`config.mk`:
```
export PLATFORM = sky130hd
export DESIGN_NAME = sevenseg_arbiter
export DESIGN_NICKNAME = d
export VERILOG_FILES = /design/src/rtl/sevenseg_arbiter.sv
export SDC_FILE = /design/constraint.sdc
export NUM_CORES = 1
export LEC_CHECK = 0
export ABC_AREA = 1
export BUFFER_PORTS_ARGS = -buffer_cell sky130_fd_sc_hd__buf_2
export CORE_UTILIZATION = 25
export CTS_CLUSTER_DIAMETER = 40
export DETAILED_ROUTE_END_ITERATION = 10
export GPL_TIMING_DRIVEN = 0
export PLACE_DENSITY = 0.42
export SLEW_MARGIN = 0
export SYNTH_ARGS = -nofsm -noshare
export SYNTH_HDL_FRONTEND = slang
export SYNTH_SLANG_ARGS = --single-unit
```
`constraint.sdc`:
```
create_clock -name clk -period 9.2 [get_ports clk]
set_input_delay 2.76 -clock clk [delete_from_list [all_inputs] [get_ports clk]]
set_output_delay 2.76 -clock clk [all_outputs]
set_load 0.03 [all_outputs]
```
`src/rtl/sevenseg_arbiter.sv`:
```
// Round-robin arbiter sharing one 8-digit seven-segment display between three requesters.
// An owner keeps the display for a minimum dwell while others wait; its data passes through registered.
module sevenseg_arbiter #(
  parameter int unsigned CLOCK_FREQ = 100000000,
  parameter int unsigned DWELL_MS   = 500
) (
  input  logic        clk,
  input  logic        resetn,
  input  logic [2:0]  req,
  input  logic [95:0] req_display,
  input  logic [23:0] req_enable,
  output logic [2:0]  grant,
  output logic [31:0] display,
  output logic [7:0]  digit_enable,
  output logic        busy
);

  typedef enum logic {IDLE, HOLD} state_t;

  localparam int unsigned DWELL_INT    = (CLOCK_FREQ / 1000) * DWELL_MS;
  localparam logic [31:0] DWELL_CYCLES = 32'(DWELL_INT);
  localparam logic [31:0] RELOAD       = (DWELL_CYCLES == 32'd0) ? 32'd0 : DWELL_CYCLES - 32'd1;

  state_t      state;
  logic [1:0]  last_owner;
  logic [31:0] counter;

  logic [1:0]  start;
  logic [2:0]  rot;
  logic [1:0]  offset;
  logic [1:0]  pick;
  logic        pick_valid;
  logic        owner_req;
  logic        rearb;
  logic [1:0]  sel;
  logic [31:0] sel_display;
  logic [7:0]  sel_enable;

  function automatic logic [1:0] add_mod3(input logic [1:0] a, input logic [1:0] b);
    logic [2:0] s;
    s = {1'b0, a} + {1'b0, b};
    return (s >= 3'd3) ? 2'(s - 3'd3) : s[1:0];
  endfunction

  // Search order begins just after the most recent owner, so that owner is tried last.
  always_comb begin
    start = add_mod3(last_owner, 2'd1);
    case (start)
      2'd1:    rot = {req[0], req[2], req[1]};
      2'd2:    rot = {req[1], req[0], req[2]};
      default: rot = req;
    endcase
  end

  always_comb begin
    pick_valid = 1'b1;
    offset     = 2'd0;
    if (rot[0])      offset = 2'd0;
    else if (rot[1]) offset = 2'd1;
    else if (rot[2]) offset = 2'd2;
    else             pick_valid = 1'b0;
    pick = add_mod3(start, offset);
  end

  always_comb begin
    case (last_owner)
      2'd1:    owner_req = req[1];
      2'd2:    owner_req = req[2];
      default: owner_req = req[0];
    endcase
  end

  // A dropped request wins over an expired counter: the owner is then excluded since its req is low.
  always_comb begin
    rearb = (state == IDLE) || !owner_req || (counter == 32'd0);
    sel   = rearb ? pick : last_owner;
  end

  always_comb begin
    case (sel)
      2'd1: begin
        sel_display = req_display[63:32];
        sel_enable  = req_enable[15:8];
      end
      2'd2: begin
        sel_display = req_display[95:64];
        sel_enable  = req_enable[23:16];
      end
      default: begin
        sel_display = req_display[31:0];
        sel_enable  = req_enable[7:0];
      end
    endcase
  end

  always_ff @(posedge clk or negedge resetn) begin
    if (!resetn) begin
      state        <= IDLE;
      grant        <= 3'b000;
      busy         <= 1'b0;
      display      <= 32'd0;
      digit_enable <= 8'd0;
      counter      <= 32'd0;
      last_owner   <= 2'd2;
    end else if (rearb) begin
      if (pick_valid) begin
        state        <= HOLD;
        grant        <= 3'b001 << pick;
        busy         <= 1'b1;
        display      <= sel_display;
        digit_enable <= sel_enable;
        counter      <= RELOAD;
        last_owner   <= pick;
      end else begin
        // Display is left frozen so the last content stays visible while blanked.
        state        <= IDLE;
        grant        <= 3'b000;
        busy         <= 1'b0;
        digit_enable <= 8'd0;
      end
    end else begin
      display      <= sel_display;
      digit_enable <= sel_enable;
      if (counter != 32'd0) begin
        counter <= counter - 32'd1;
      end
    end
  end

endmodule

```
==> key figures <==
Synthesis
  – Post-synthesis mux area share: 1.57%
  – Share of the synthesized area in the top cell type: 37.8%
  – Sequential element share of the synthesized area: 38.3%
  – Main combinational cell family by area after synthesis: simple AND/OR/NAND/NOR gates
  – Mapped Nets: 870
  – Syn Area/Cell: 6.94 um^2
  – Synth Flop Type: dfrtp_1
  – Post-Syn Instances: 735
  – Synth Area in XOR/XNOR: 1.20%
  – Mapped Area: 0.00510 mm^2
  – Synth cell types: 31
  – Area fraction in compound gates after synthesis: 11.0%
  – Async set-reset flop share out of synthesis: 100%
  – Commonest cells post-synth: 291 x nand2_1, 88 x nand3_1, 77 x dfrtp_1, 64 x nor2_1, 44 x inv_1
  – Synth area leader: dfrtp_1
  – Adder-cell share of the synthesized area: 2.60%
  – Ys Warns: 0
  – Synth area leaders: dfrtp_1 38%, nand2_1 21%, nand3_1 8.6%, a22o_1 6.9%, nor2_1 4.7%
  – Most common cell in the synthesized netlist: nand2_1
  – Post-Synth Simple-Gate Area: 37.8%
  – #FFs+latches synth: 78
  – EDFF count, synth: 0

CTS
  – Root Driver: clkbuf_16
  – # Post-CTS Setup Buffers: 0
  – TritonCTS clock tree: done
  – Worst-skew pair later-pin latency: 350 ps
  – Clk buf depth: 2
  – Post-CTS Hold Buffers: 0
  – Reg clk slew, reported paths: 60 ps
  – Clock sinks: 78
  – H-tree levels: 3
  – Number of buffers created by CTS: 9
  – Resized cells post-CTS: 0

Drt
  – Routed via count: 5,279
  – DR iter-0 viols: 253
  – WL per Instance: 15.4 um
  – Drt total wl: 18.2 mm
  – Post-route DRC: 0
  – Number of vias per cell: 4.45
  – Drt pass-1 iters: 4
  – Final ANT Viol Nets: 0

Floorplanning
  – Die X: 145 um
  – Rows: 51
  – Ports: 169
  – Starting Density: 25.9%
  – Die height: 145 um
  – Die area: 0.0210 mm^2
  – Core Region: 0.0197 mm^2

Setup path
  – Data arrival time of the worst path: 6470 ps
  – Crit end category: flop
  – Crit path max-delay family: buffers and inverters
  – CP max stage cell: clkbuf_1
  – Critical Path Max Stage Delay: 570 ps
  – Worst-path cell chain: buf_2 -> nand2_1 -> nand2_1 -> o21ai_1 -> inv_1 -> nor2_1 -> ha_1 -> inv_1 -> fa_1 -> inv_1 -> ha_1 -> inv_1 -> nand2_1 -> or2_2 -> nand2_1 -> inv_1 -> nand2_1 -> o21ai_1 -> ha_1 -> clkbuf_1 -> clkbuf_1 -> mux2i_1 -> a21oi_1
  – Worst-path maximum fanout: 10
  – Worst setup SP type: input pin
  – CP bufs+invs: 8
  – WP data required: 9400 ps
  – Crit Path Category: in2reg

Place
  – DP Wirelength: 14.4 mm
  – GP Congestion: 0.815
  – # port buffers: 168

Global routing
  – Global route overflow: 0
  – Initial antenna violation count: 0
  – Largest net degree at the start of global routing: 58
  – All-layer global routing usage: 18.5%
  – Number of global-route vias before repair: 5,356
  – Global-route wire length before repair: 29.0 mm

Layout
  – Area grow syn2layout: 29.4%
  – Ratio of cells with drive above 1 in the final layout: 22.9%
  – Number of diodes: 0
  – Total Nets Final: 1,050

Timing
  – Setup-failing EPs final: 0
  – Slew margin rel.: 52.3%
  – Post-layout min period: 6260 ps
  – Final worst path period share: 68.1%
  – Fin. Hold Viols: 0
  – Worst Skew: 13.5 ps
  – Max-slew violation count: 0
  – Slew @ Worst Pin: 712 ps
  – Setup TNS: 0 ps
  – Fmax: 160 MHz
  – RSZ-0062 raised after global routing: no

Min path
  – Hold Path Class: reg2reg

Outcome
  – Status: finished clean

Flow run
  – Maximum Capacitance Violations: 0
==> placed cells by master (no fill, tap or decap) <==
cell        count
nand3_1        88
o21ai_1         8
clkbuf_1       21
or2_2           2
buf_1           1
nor3_1          3
nand4_1        11
xnor2_1         1
buf_6           4
o22ai_1         1
mux2i_1         8
xor2_1          6
nor2_4          1
clkbuf_16       9
nor2_1         64
nand2_2         1
o21bai_1        1
clkinvlp_4      3
a22o_1         40
dfstp_2         1
inv_6           2
nand2_1       291
buf_2         173
nand3b_1        4
fa_1            1
buf_4           9
inv_2           1
inv_1          44
a21oi_1         8
dfrtp_1        77
bufinv_16       1
buf_16          1
o21ai_2         1
nor2_2          2
ha_1            9
o21ai_0        22
==> final cells by class <==
class	instances	area (um^2)
sequential	78	1950
inverter	45	169
buffer	39	214
tap	265	332
multi-input combinational	573	2770
timing repair buffer	169	871
fill	2240	13100
clock inverter	6	70.1
clock buffer	10	229
==> worst reg2reg max path, stage by stage, from the launching register on <==
cell and delay [ps]:
dfrtp_1 390, inv_1 110, ha_1 380, nand2_1 90, nand2_1 40, o21ai_1 220
inv_1 70, nor2_1 90, ha_1 150, inv_1 50, fa_1 470, inv_1 60
ha_1 170, inv_1 50, nand2_1 70, or2_2 270, nand2_1 120, inv_1 80
nand2_1 60, o21ai_1 100, ha_1 300, clkbuf_1 240, clkbuf_1 570, mux2i_1 270
a21oi_1 60
==> final timing paths <==
path,start,to,slack [ps],cells past startpoint
max,req[2],digit_enable[5]$_DFF_PN0_,2940,23
min,grant[2]$_DFFE_PN0N_,grant[2]$_DFFE_PN0N_,490,2
max reg2reg,last_owner[0]$_DFFE_PN0P_,digit_enable[5]$_DFF_PN0_,4560,24
min reg2reg,grant[2]$_DFFE_PN0N_,grant[2]$_DFFE_PN0N_,490,2
max in group asynchronous,resetn,last_owner[1]$_DFFE_PN1P_,6240,2
min in group asynchronous,resetn,counter[30]$_DFFE_PN0P_,2330,1
==> routing by layer <==
| metal | share of wire (%) | global-route usage (%) | vias up |
|---|---|---|---|
| li1 | - | - | 2752 |
| met1 | 46 | 23.6 | 2377 |
| met2 | 47 | 30.8 | 139 |
| met3 | 6.0 | 4.57 | 11 |
| met4 | 0.95 | 4.99 | 0 |
| met5 | 0 | 0 | - |
==> per-stage QoR <==
step           cells  cell area, um^2  worst slack, ps  util (%)  hold WS (ps)
3_5_place_dp    1169             6300             2510      32.0           479
5_1_grt         1185             6600             2510      33.5           524
2_1_floorplan    735             5100             3260         -           481
4_1_cts         1185             6600             2880      33.5           501
3_3_place_gp    1168             6270             2510      31.8           465
6_report        1185             6600             2940      33.5           488
==> kinds of logic (layout without fill, tap and decap cells) <==
logic type | after synthesis | in the layout
adder cells (fa/ha/maj) | 10 | 10
flip-flops | 78 | 78
AND/OR/NAND/NOR | 467 | 467
buffers and inverters | 84 | 269
multiplexers | 8 | 8
AO/OA/AOI/OAI | 81 | 81
XOR/XNOR | 7 | 7
==> flip-flops by register name (all words and copies together) (netlist names) <==
signal and cells:
counter 32, digit_enable 8, display 32, grant 3, last_owner 2, state 1
Power is left out: the tool's default activity adds up to more than one toggle a clock period on the data nets, which glitch-free logic cannot reach.
